## config.mk

```make
export PLATFORM = sky130hd
export DESIGN_NAME = dmem_arbiter_flat
export DESIGN_NICKNAME = d
export VERILOG_FILES = /design/src/rtl/dmem_arb_pkg.sv /design/src/rtl/dmem_arbiter_if.sv /design/src/rtl/dmem_arb_grant.sv /design/src/rtl/dmem_arbiter.sv /design/src/flat_wrapper.sv
export SDC_FILE = /design/constraint.sdc
export NUM_CORES = 1
export LEC_CHECK = 0
export BUFFER_PORTS_ARGS = -buffer_cell sky130_fd_sc_hd__buf_2
export CAP_MARGIN = 20
export CORE_MARGIN = 3
export CORE_UTILIZATION = 50
export DETAILED_ROUTE_END_ITERATION = 10
export GPL_ROUTABILITY_DRIVEN = 0
export PLACE_DENSITY = 0.84
export SLEW_MARGIN = 30
export SYNTH_ARGS = -nofsm -noshare
export SYNTH_HDL_FRONTEND = slang
export SYNTH_HIERARCHICAL = 1
export SYNTH_SLANG_ARGS = --single-unit
```

## constraint.sdc

```tcl
create_clock -name CLK -period 3.6 [get_ports CLK]
set_input_delay 0.54 -clock CLK [delete_from_list [all_inputs] [get_ports CLK]]
set_output_delay 0.54 -clock CLK [all_outputs]
set_load 0.05 [all_outputs]
```

## src/rtl/dmem_arb_pkg.sv

```systemverilog
// -----------------------------------------------------------------------------
// dmem_arb_pkg
//   Shared types and constants for the DataMemory two-port arbiter.
//
//   Contents
//     state_e      sequencer states: IDLE -> ACCESS -> (WAIT, reads) -> RESP
//     PORT_CORE    port index of the core load/store unit
//     PORT_LOADER  port index of the loader/debug master
//     RW_WRITE     value of an RW bit meaning "write"
//     RW_READ      value of an RW bit meaning "read"
//     lat_load()   start value of the read-latency counter for a given latency
// -----------------------------------------------------------------------------
package dmem_arb_pkg;

   typedef enum logic [1:0] {
      IDLE   = 2'd0,
      ACCESS = 2'd1,
      WAIT   = 2'd2,
      RESP   = 2'd3
   } state_e;

   localparam logic PORT_CORE   = 1'b0;
   localparam logic PORT_LOADER = 1'b1;

   localparam logic RW_WRITE = 1'b1;
   localparam logic RW_READ  = 1'b0;

   // The counter starts at MEM_LAT-1 and counts down to zero, so a latency
   // of 1..4 always fits in two bits without wrapping.
   function automatic logic [1:0] lat_load(input int mem_lat);
      return 2'(mem_lat - 1);
   endfunction

endpackage

```

## src/rtl/dmem_arbiter_if.sv

```systemverilog
// -----------------------------------------------------------------------------
// dmem_arbiter_if
//   Bundles the two requester ports and the DataMemory side of the arbiter.
//
//   Parameters
//     AW   address width
//     DW   data width
//
//   Signals (per port N = 0 core, 1 loader)
//     reqN_valid / reqN_rw / reqN_addr / reqN_wdata   request from master
//     reqN_ready                                      request accepted
//     rspN_valid / rspN_rdata                         one-cycle response
//   Memory side
//     mem_EN / mem_RW / mem_ADDr / mem_Din            towards DataMemory
//     mem_Dout                                        read data from DataMemory
//
//   Modports
//     slave  : the arbiter
//     master : the environment (requesters plus the memory itself)
// -----------------------------------------------------------------------------
interface dmem_arbiter_if
   import dmem_arb_pkg::*;
#(
   parameter int AW = 32,
   parameter int DW = 32
);

   logic          req0_valid;
   logic          req0_rw;
   logic [AW-1:0] req0_addr;
   logic [DW-1:0] req0_wdata;
   logic          req0_ready;
   logic          rsp0_valid;
   logic [DW-1:0] rsp0_rdata;

   logic          req1_valid;
   logic          req1_rw;
   logic [AW-1:0] req1_addr;
   logic [DW-1:0] req1_wdata;
   logic          req1_ready;
   logic          rsp1_valid;
   logic [DW-1:0] rsp1_rdata;

   logic          mem_EN;
   logic          mem_RW;
   logic [AW-1:0] mem_ADDr;
   logic [DW-1:0] mem_Din;
   logic [DW-1:0] mem_Dout;

   modport slave (
      input  req0_valid, req0_rw, req0_addr, req0_wdata,
      output req0_ready, rsp0_valid, rsp0_rdata,
      input  req1_valid, req1_rw, req1_addr, req1_wdata,
      output req1_ready, rsp1_valid, rsp1_rdata,
      output mem_EN, mem_RW, mem_ADDr, mem_Din,
      input  mem_Dout
   );

   modport master (
      output req0_valid, req0_rw, req0_addr, req0_wdata,
      input  req0_ready, rsp0_valid, rsp0_rdata,
      output req1_valid, req1_rw, req1_addr, req1_wdata,
      input  req1_ready, rsp1_valid, rsp1_rdata,
      input  mem_EN, mem_RW, mem_ADDr, mem_Din,
      output mem_Dout
   );

endinterface

```

## src/rtl/dmem_arb_grant.sv

```systemverilog
// -----------------------------------------------------------------------------
// dmem_arb_grant
//   Combinational grant between the two requesters. A grant is only ever
//   given to a port whose valid is high, and at most one grant is high.
//
//   Configuration macro: DMEM_ARB_RR_EN
//     defined   : on a tie the port that did NOT win last time is granted;
//                 the rr_last input exists only in this build.
//     undefined : fixed priority, port 0 (core) wins every tie.
//
//   Ports
//     valid0, valid1   request present on port 0 / port 1
//     rr_last          port of the most recent handshake (RR build only)
//     gnt0, gnt1       grant to port 0 / port 1
// -----------------------------------------------------------------------------
module dmem_arb_grant
   import dmem_arb_pkg::*;
(
   input  logic valid0,
   input  logic valid1,
`ifdef DMEM_ARB_RR_EN
   input  logic rr_last,
`endif
   output logic gnt0,
   output logic gnt1
);

   always_comb begin
      gnt0 = 1'b0;
      gnt1 = 1'b0;
      if (valid0 && valid1) begin
`ifdef DMEM_ARB_RR_EN
         if (rr_last == PORT_CORE) begin
            gnt1 = 1'b1;
         end else begin
            gnt0 = 1'b1;
         end
`else
         gnt0 = 1'b1;
`endif
      end else begin
         // A lone requester is granted straight away, no idle bubble.
         gnt0 = valid0;
         gnt1 = valid1;
      end
   end

endmodule

```

## src/rtl/dmem_arbiter.sv

```systemverilog
// -----------------------------------------------------------------------------
// dmem_arbiter
//   Two-port arbiter/sequencer in front of the single-port DataMemory.
//   Port 0 is the core load/store unit, port 1 the loader/debug master.
//   One request is serviced at a time: the accepted request is latched, the
//   memory is enabled for exactly one cycle, reads wait out MEM_LAT cycles,
//   and the result is returned on a one-cycle response pulse to the port
//   that issued it.
//
//   Timing (handshake in cycle T)
//     mem_EN high in T+1; write response in T+2; read response in T+2+MEM_LAT;
//     ready may rise again in the cycle after the response.
//
//   Parameters
//     AW       address width
//     DW       data width
//     MEM_LAT  cycles from the enable edge until mem_Dout is valid (1..4)
//
//   Ports
//     CLK   system clock, rising edge
//     RST   synchronous active-high reset; abandons any transaction in flight
//     bus   dmem_arbiter_if.slave: both request/response ports and the
//           DataMemory signals
//
//   Configuration macro: DMEM_ARB_RR_EN
//     defined   : round-robin on ties, tracked by rr_last (reset to 1 so
//                 the first tie goes to the core)
//     undefined : fixed priority, core always wins, no rr_last state
// -----------------------------------------------------------------------------
module dmem_arbiter
   import dmem_arb_pkg::*;
#(
   parameter int AW      = 32,
   parameter int DW      = 32,
   parameter int MEM_LAT = 1
) (
   input  logic          CLK,
   input  logic          RST,
   dmem_arbiter_if.slave bus
);

   localparam logic [1:0] LAT_LOAD = lat_load(MEM_LAT);

   state_e        state_q,   state_d;
   logic [1:0]    lat_cnt_q, lat_cnt_d;
   logic          port_q,    port_d;
   logic          rw_q,      rw_d;
   logic [AW-1:0] addr_q,    addr_d;
   logic [DW-1:0] wdata_q,   wdata_d;
   logic [DW-1:0] rdata_q [2];
   logic [DW-1:0] rdata_d [2];
`ifdef DMEM_ARB_RR_EN
   logic          rr_last_q, rr_last_d;
`endif

   logic gnt0;
   logic gnt1;
   logic ready0;
   logic ready1;
   logic hs0;
   logic hs1;
   logic rsp_valid [2];

   // -------------------------------------------------------------------------
   // Grant
   // -------------------------------------------------------------------------
   dmem_arb_grant u_grant (
      .valid0  (bus.req0_valid),
      .valid1  (bus.req1_valid),
`ifdef DMEM_ARB_RR_EN
      .rr_last (rr_last_q),
`endif
      .gnt0    (gnt0),
      .gnt1    (gnt1)
   );

   // Ready is offered only while idle and never while reset is asserted, so
   // nothing can be accepted in a cycle whose state is about to be discarded.
   assign ready0 = (state_q == IDLE) && !RST && gnt0;
   assign ready1 = (state_q == IDLE) && !RST && gnt1;
   assign hs0    = bus.req0_valid && ready0;
   assign hs1    = bus.req1_valid && ready1;

   // -------------------------------------------------------------------------
   // Next-state and latch logic
   // -------------------------------------------------------------------------
   always_comb begin
      state_d   = state_q;
      lat_cnt_d = lat_cnt_q;
      port_d    = port_q;
      rw_d      = rw_q;
      addr_d    = addr_q;
      wdata_d   = wdata_q;
      rdata_d   = rdata_q;
`ifdef DMEM_ARB_RR_EN
      rr_last_d = rr_last_q;
`endif

      case (state_q)
         IDLE: begin
            if (hs0 || hs1) begin
               port_d  = hs1 ? PORT_LOADER : PORT_CORE;
               rw_d    = hs1 ? bus.req1_rw    : bus.req0_rw;
               addr_d  = hs1 ? bus.req1_addr  : bus.req0_addr;
               wdata_d = hs1 ? bus.req1_wdata : bus.req0_wdata;
`ifdef DMEM_ARB_RR_EN
               rr_last_d = hs1 ? PORT_LOADER : PORT_CORE;
`endif
               state_d = ACCESS;
            end
         end

         ACCESS: begin
            if (rw_q == RW_WRITE) begin
               // Writes answer with zero data on the issuing port.
               rdata_d[port_q] = '0;
               state_d         = RESP;
            end else begin
               lat_cnt_d = LAT_LOAD;
               state_d   = WAIT;
            end
         end

         WAIT: begin
            if (lat_cnt_q == 2'd0) begin
               rdata_d[port_q] = bus.mem_Dout;
               state_d         = RESP;
            end else begin
               lat_cnt_d = lat_cnt_q - 2'd1;
            end
         end

         RESP: begin
            state_d = IDLE;
         end

         default: begin
            state_d = IDLE;
         end
      endcase
   end

   // -------------------------------------------------------------------------
   // State register
   // -------------------------------------------------------------------------
   always_ff @(posedge CLK) begin
      if (RST) begin
         state_q   <= IDLE;
         lat_cnt_q <= 2'd0;
         port_q    <= PORT_CORE;
         rw_q      <= RW_READ;
         addr_q    <= '0;
         wdata_q   <= '0;
         for (int i = 0; i < 2; i++) begin
            rdata_q[i] <= '0;
         end
`ifdef DMEM_ARB_RR_EN
         rr_last_q <= PORT_LOADER;
`endif
      end else begin
         state_q   <= state_d;
         lat_cnt_q <= lat_cnt_d;
         port_q    <= port_d;
         rw_q      <= rw_d;
         addr_q    <= addr_d;
         wdata_q   <= wdata_d;
         rdata_q   <= rdata_d;
`ifdef DMEM_ARB_RR_EN
         rr_last_q <= rr_last_d;
`endif
      end
   end

   // -------------------------------------------------------------------------
   // Outputs
   // -------------------------------------------------------------------------
   // The memory address/data/RW come straight from the request latches, so
   // they naturally hold their last value whenever mem_EN is low.
   assign bus.mem_EN   = (state_q == ACCESS);
   assign bus.mem_RW   = rw_q;
   assign bus.mem_ADDr = addr_q;
   assign bus.mem_Din  = wdata_q;

   for (genvar gi = 0; gi < 2; gi++) begin : g_rsp
      assign rsp_valid[gi] = (state_q == RESP) && (port_q == 1'(gi));
   end

   assign bus.req0_ready = ready0;
   assign bus.req1_ready = ready1;
   assign bus.rsp0_valid = rsp_valid[0];
   assign bus.rsp1_valid = rsp_valid[1];
   assign bus.rsp0_rdata = rdata_q[0];
   assign bus.rsp1_rdata = rdata_q[1];

endmodule

```

## src/flat_wrapper.sv

```systemverilog
// flat-port wrapper written by rule: the top's interface ports become plain ports
module dmem_arbiter_flat import dmem_arb_pkg::*;
#(
   parameter int AW      = 32,
   parameter int DW      = 32,
   parameter int MEM_LAT = 1
)
  (CLK, RST, bus_req0_valid, bus_req0_rw, bus_req0_addr, bus_req0_wdata, bus_req0_ready, bus_rsp0_valid, bus_rsp0_rdata, bus_req1_valid, bus_req1_rw, bus_req1_addr, bus_req1_wdata, bus_req1_ready, bus_rsp1_valid, bus_rsp1_rdata, bus_mem_EN, bus_mem_RW, bus_mem_ADDr, bus_mem_Din, bus_mem_Dout);
  dmem_arbiter_if #(.AW(AW), .DW(DW)) bus_i ();
  input  logic CLK;
  input  logic RST;
  input wire logic [$bits(bus_i.req0_valid)-1:0] bus_req0_valid;
  input wire logic [$bits(bus_i.req0_rw)-1:0] bus_req0_rw;
  input wire logic [$bits(bus_i.req0_addr)-1:0] bus_req0_addr;
  input wire logic [$bits(bus_i.req0_wdata)-1:0] bus_req0_wdata;
  output wire logic [$bits(bus_i.req0_ready)-1:0] bus_req0_ready;
  output wire logic [$bits(bus_i.rsp0_valid)-1:0] bus_rsp0_valid;
  output wire logic [$bits(bus_i.rsp0_rdata)-1:0] bus_rsp0_rdata;
  input wire logic [$bits(bus_i.req1_valid)-1:0] bus_req1_valid;
  input wire logic [$bits(bus_i.req1_rw)-1:0] bus_req1_rw;
  input wire logic [$bits(bus_i.req1_addr)-1:0] bus_req1_addr;
  input wire logic [$bits(bus_i.req1_wdata)-1:0] bus_req1_wdata;
  output wire logic [$bits(bus_i.req1_ready)-1:0] bus_req1_ready;
  output wire logic [$bits(bus_i.rsp1_valid)-1:0] bus_rsp1_valid;
  output wire logic [$bits(bus_i.rsp1_rdata)-1:0] bus_rsp1_rdata;
  output wire logic [$bits(bus_i.mem_EN)-1:0] bus_mem_EN;
  output wire logic [$bits(bus_i.mem_RW)-1:0] bus_mem_RW;
  output wire logic [$bits(bus_i.mem_ADDr)-1:0] bus_mem_ADDr;
  output wire logic [$bits(bus_i.mem_Din)-1:0] bus_mem_Din;
  input wire logic [$bits(bus_i.mem_Dout)-1:0] bus_mem_Dout;
  assign bus_i.req0_valid = bus_req0_valid;
  assign bus_i.req0_rw = bus_req0_rw;
  assign bus_i.req0_addr = bus_req0_addr;
  assign bus_i.req0_wdata = bus_req0_wdata;
  assign bus_req0_ready = bus_i.req0_ready;
  assign bus_rsp0_valid = bus_i.rsp0_valid;
  assign bus_rsp0_rdata = bus_i.rsp0_rdata;
  assign bus_i.req1_valid = bus_req1_valid;
  assign bus_i.req1_rw = bus_req1_rw;
  assign bus_i.req1_addr = bus_req1_addr;
  assign bus_i.req1_wdata = bus_req1_wdata;
  assign bus_req1_ready = bus_i.req1_ready;
  assign bus_rsp1_valid = bus_i.rsp1_valid;
  assign bus_rsp1_rdata = bus_i.rsp1_rdata;
  assign bus_mem_EN = bus_i.mem_EN;
  assign bus_mem_RW = bus_i.mem_RW;
  assign bus_mem_ADDr = bus_i.mem_ADDr;
  assign bus_mem_Din = bus_i.mem_Din;
  assign bus_i.mem_Dout = bus_mem_Dout;
  dmem_arbiter #(.AW(AW), .DW(DW), .MEM_LAT(MEM_LAT)) u_core (.CLK(CLK), .RST(RST), .bus(bus_i));
endmodule
```

==> metrics.md <==
| Metric | Value |
|---|---|
| ANT nets after route | `0` |
| PortBufs | `299` |
| Nets@finish | `1098` |
| Pin count of the biggest net entering global routing | `about 130` |
| Post-synth top area cell | `dfxtp_1` |
| Beginning of the worst hold path | `bus_req1_addr[12]` |
| DP HPWL | `12060 µm` |
| Post-synth top cells | `dfxtp_1, nand2_1, nand2b_1` |
| Core area | `roughly 12000 µm²` |
| Syn Nets | `between 800 and 900` |
| Yosys warns | `6` |
| Max_cap viols | `0` |
| Clock insertion delay at the later pin of the skew report | `410 ps` |
| Resize count post-CTS | `0` |
| FP Rows | `40` |
| Total power | `between 5 and 6 mW` |
| Synth top area share | `42.77%` |
| Slew headroom | `42.65%` |
| CP Class | `reg2reg` |
| Starting density of the core | `51.57%` |
| Final worst path period share | `70.03%` |
| Hold depth | `3` |
| Vias in the first global route | `5738` |
| Io pins | `300` |
| Initial antenna violation count | `0` |
| Most used flip-flop cell after synthesis | `dfxtp_1` |
| Outcome | `completed` |
| #FFs+latches synth | `~130` |
| Hold-fix buffers, CTS | `0` |
| Finish-stage setup viols | `0` |
| Setup TNS | `0 ps` |
| Minimum clock period | `2521 ps` |
| Drt first pass iters | `5` |
| RSZ-0062 raised after global routing | `no` |
| Dpl cells | `approximately 1100` |
| CP Capture Type | `flip-flop` |
| WHS Endpoint | `u_core/bus.mem_ADDr[12]$_SDFFE_PP0P_` |
| Fin. Hold Viols | `0` |
| Crit Path Max Fanout | `25` |
| Area Overhead vs Synth | `32.56%` |
| Fraction of layout cells with a size suffix above 1 | `between 40% and 50%` |
| Clock-pin transition on the worst setup and hold timing paths | `60 ps` |
| N_diodes | `0` |
| FF-to-FF End | `u_core/bus.rsp1_rdata[1]$_SDFFE_PP0P_` |
| DRT iter0 DRCs | `371` |
| R2r setup slk | `approximately 1100 ps` |
| Multi-input gate area in the final layout | `3209 µm²` |
| CP Data Arrival Time | `2810 ps` |
| Full die area | `roughly 14000 µm²` |
| Synthesized area per cell | `9.475 µm²` |
| CP required | `3890 ps` |
| Critical R2R Launch | `u_core/state_q[0]$_SDFFE_PP0P_` |
| Worst slew pin tran | `860.3 ps` |
| CTS tree | `yes` |
| # DRC | `0` |
| Hold Crit Class | `in2reg` |
| Post-synthesis sequential area ratio | `42.77%` |
| Via count of the routed design | `a little under 6000` |
| Mapped Area | `~6300 µm²` |
| Startpoint types | `flip-flop` |
| Peak VDD IR | `0.0002673 V` |
| Synth async-reset ratio | `0%` |
| Peak Freq | `396.7 MHz` |
| Clock tree buffer depth | `2` |
| GRT Total Usage | `25.01%` |
| Num CTS Buffers | `17` |
| Fin cells | `1107` |
| Via density | `5.294` |
| Setup bufs post-CTS | `0` |
| Chip width | `118 µm` |
| PwrDens | `607.4 nW/µm²` |
| WL final | `17780 µm` |
| Number of synthesized flops with an enable pin | `0` |
| Netlist cell types | `28` |
| Most frequent cell after synthesis | `dfxtp_1` |
| Layout fillers | `about 1000` |
| H-tree Lvls | `4` |
| Chip Height | `118 µm` |
| Reg area | `2683 µm²` |
| # clock sinks | `134` |
| Wire per inst | `16.06 µm` |
| Post-Synthesis Cells | `662` |
| Fin. max-slew vios | `0` |
| Largest cells by area after synthesis | `dfxtp_1, mux2i_1, a311oi_2` |
| Leakage | `4.061 nW` |
| Worst R2R Path Depth | `7` |
| First-pass GRT wire length | `28450 µm` |
| Clock skew | `7.383 ps` |
| Grt ovf | `0` |
| CTS Root Cell | `clkbuf_16` |
## critical path, stage by stage, from the launching register on
cell	delay [ps]
dfxtp_1	400
inv_1	110
ha_1	220
buf_4	210
nand2b_1	170
nand3_2	670
buf_4	470
mux2i_1	140
## power breakdown
part | switching, mW | internal (mW) | leakage (nW)
Clock | 0.611 | 1.07 | 0.279
Sequential | 0.0852 | 1.63 | 1.09
Combinational | 1.14 | 0.520 | 2.69
Total | 1.84 | 3.21 | 4.06
## per-stage QoR
stage / util [%] / setup WS (ps) / instance area [µm²] / hold WS (ps)
detailed placement: 63.62 / 1040 / 7737 / 462.8
global placement: 63.59 / 1049 / 7734 / 461.7
global route: 68.36 / 934.7 / 8314 / 383.1
floorplan: - / 1471 / 6272 / 449.6
CTS: 68.36 / 1081 / 8314 / 371.9
finish: 68.36 / 1079 / 8314 / 391.4
## registers in the layout (all words and copies together), names as in the netlist
| name | count |
|---|---|
| u_core/port_q | 1 |
| u_core/lat_cnt_q | 2 |
| u_core/bus.mem_Din | 32 |
| u_core/bus.mem_RW | 1 |
| u_core/state_q | 2 |
| u_core/bus.rsp1_rdata | 32 |
| u_core/bus.rsp0_rdata | 32 |
| u_core/bus.mem_ADDr | 32 |
## kinds of logic (layout without fill, tap and decap cells)
family	Yosys count	count (layout)	synth area share [%]
compound gates	140	140	19.21
fa+ha+maj	5	5	0.9974
buf+inv	72	349	6.244
flops	134	134	42.77
mux	66	66	10.55
simple gates	245	245	20.23
## layout make-up
cell class | instances | share of cell area [%]
Clock buffer | 23 | 5.749
Inverter | 6 | 0.2709
Timing Repair Buffer | 312 | 19.40
Tap cell | 168 | 2.528
Clock inverter | 8 | 1.189
Sequential cell | 134 | 32.26
Multi-Input combinational cell | 456 | 38.60
## cell usage in the layout, fill, tap and decap left out, drive strengths merged
| master | instances |
|---|---|
| a21oi | 68 |
| a22o | 2 |
| a311oi | 65 |
| a41o | 1 |
| and2 | 4 |
| and4b | 1 |
| buf | 312 |
| bufinv | 2 |
| clkbuf | 23 |
| clkinv | 4 |
| clkinvlp | 2 |
| dfxtp | 134 |
| ha | 5 |
| inv | 6 |
| mux2 | 1 |
| mux2i | 65 |
| nand2 | 130 |
| nand2b | 69 |
| nand3 | 2 |
| nand3b | 33 |
| nand4b | 1 |
| nor2b | 3 |
| o21ai | 4 |
| or4b | 2 |
## metal layers
layer	vias up	share of wire, %	GRT usage, %
met2	235	51	43.30
li1	2874	-	-
met1	2704	38	28.06
met5	-	0	0
met4	0	3.0	11.06
met3	48	7.5	8.121
## worst max path at each step
stage | from | cells past startpoint | to | slack, ps
after global placement | bus_req1_valid | 6 | u_core/bus.mem_Din[19]$_SDFFE_PP0P_ | 1050
after CTS | u_core/state_q[0]$_SDFFE_PP0P_ | 7 | u_core/bus.rsp1_rdata[1]$_SDFFE_PP0P_ | 1080
final | u_core/state_q[0]$_SDFFE_PP0P_ | 7 | u_core/bus.rsp1_rdata[1]$_SDFFE_PP0P_ | 1080
after floorplan | u_core/state_q[0]$_SDFFE_PP0P_ | 7 | bus_req0_ready | 1470
after detailed placement | bus_req1_valid | 6 | u_core/bus.mem_Din[12]$_SDFFE_PP0P_ | 1040
after global routing | u_core/state_q[0]$_SDFFE_PP0P_ | 7 | u_core/bus.rsp1_rdata[1]$_SDFFE_PP0P_ | 930
(Power assumes the default switching activity.)
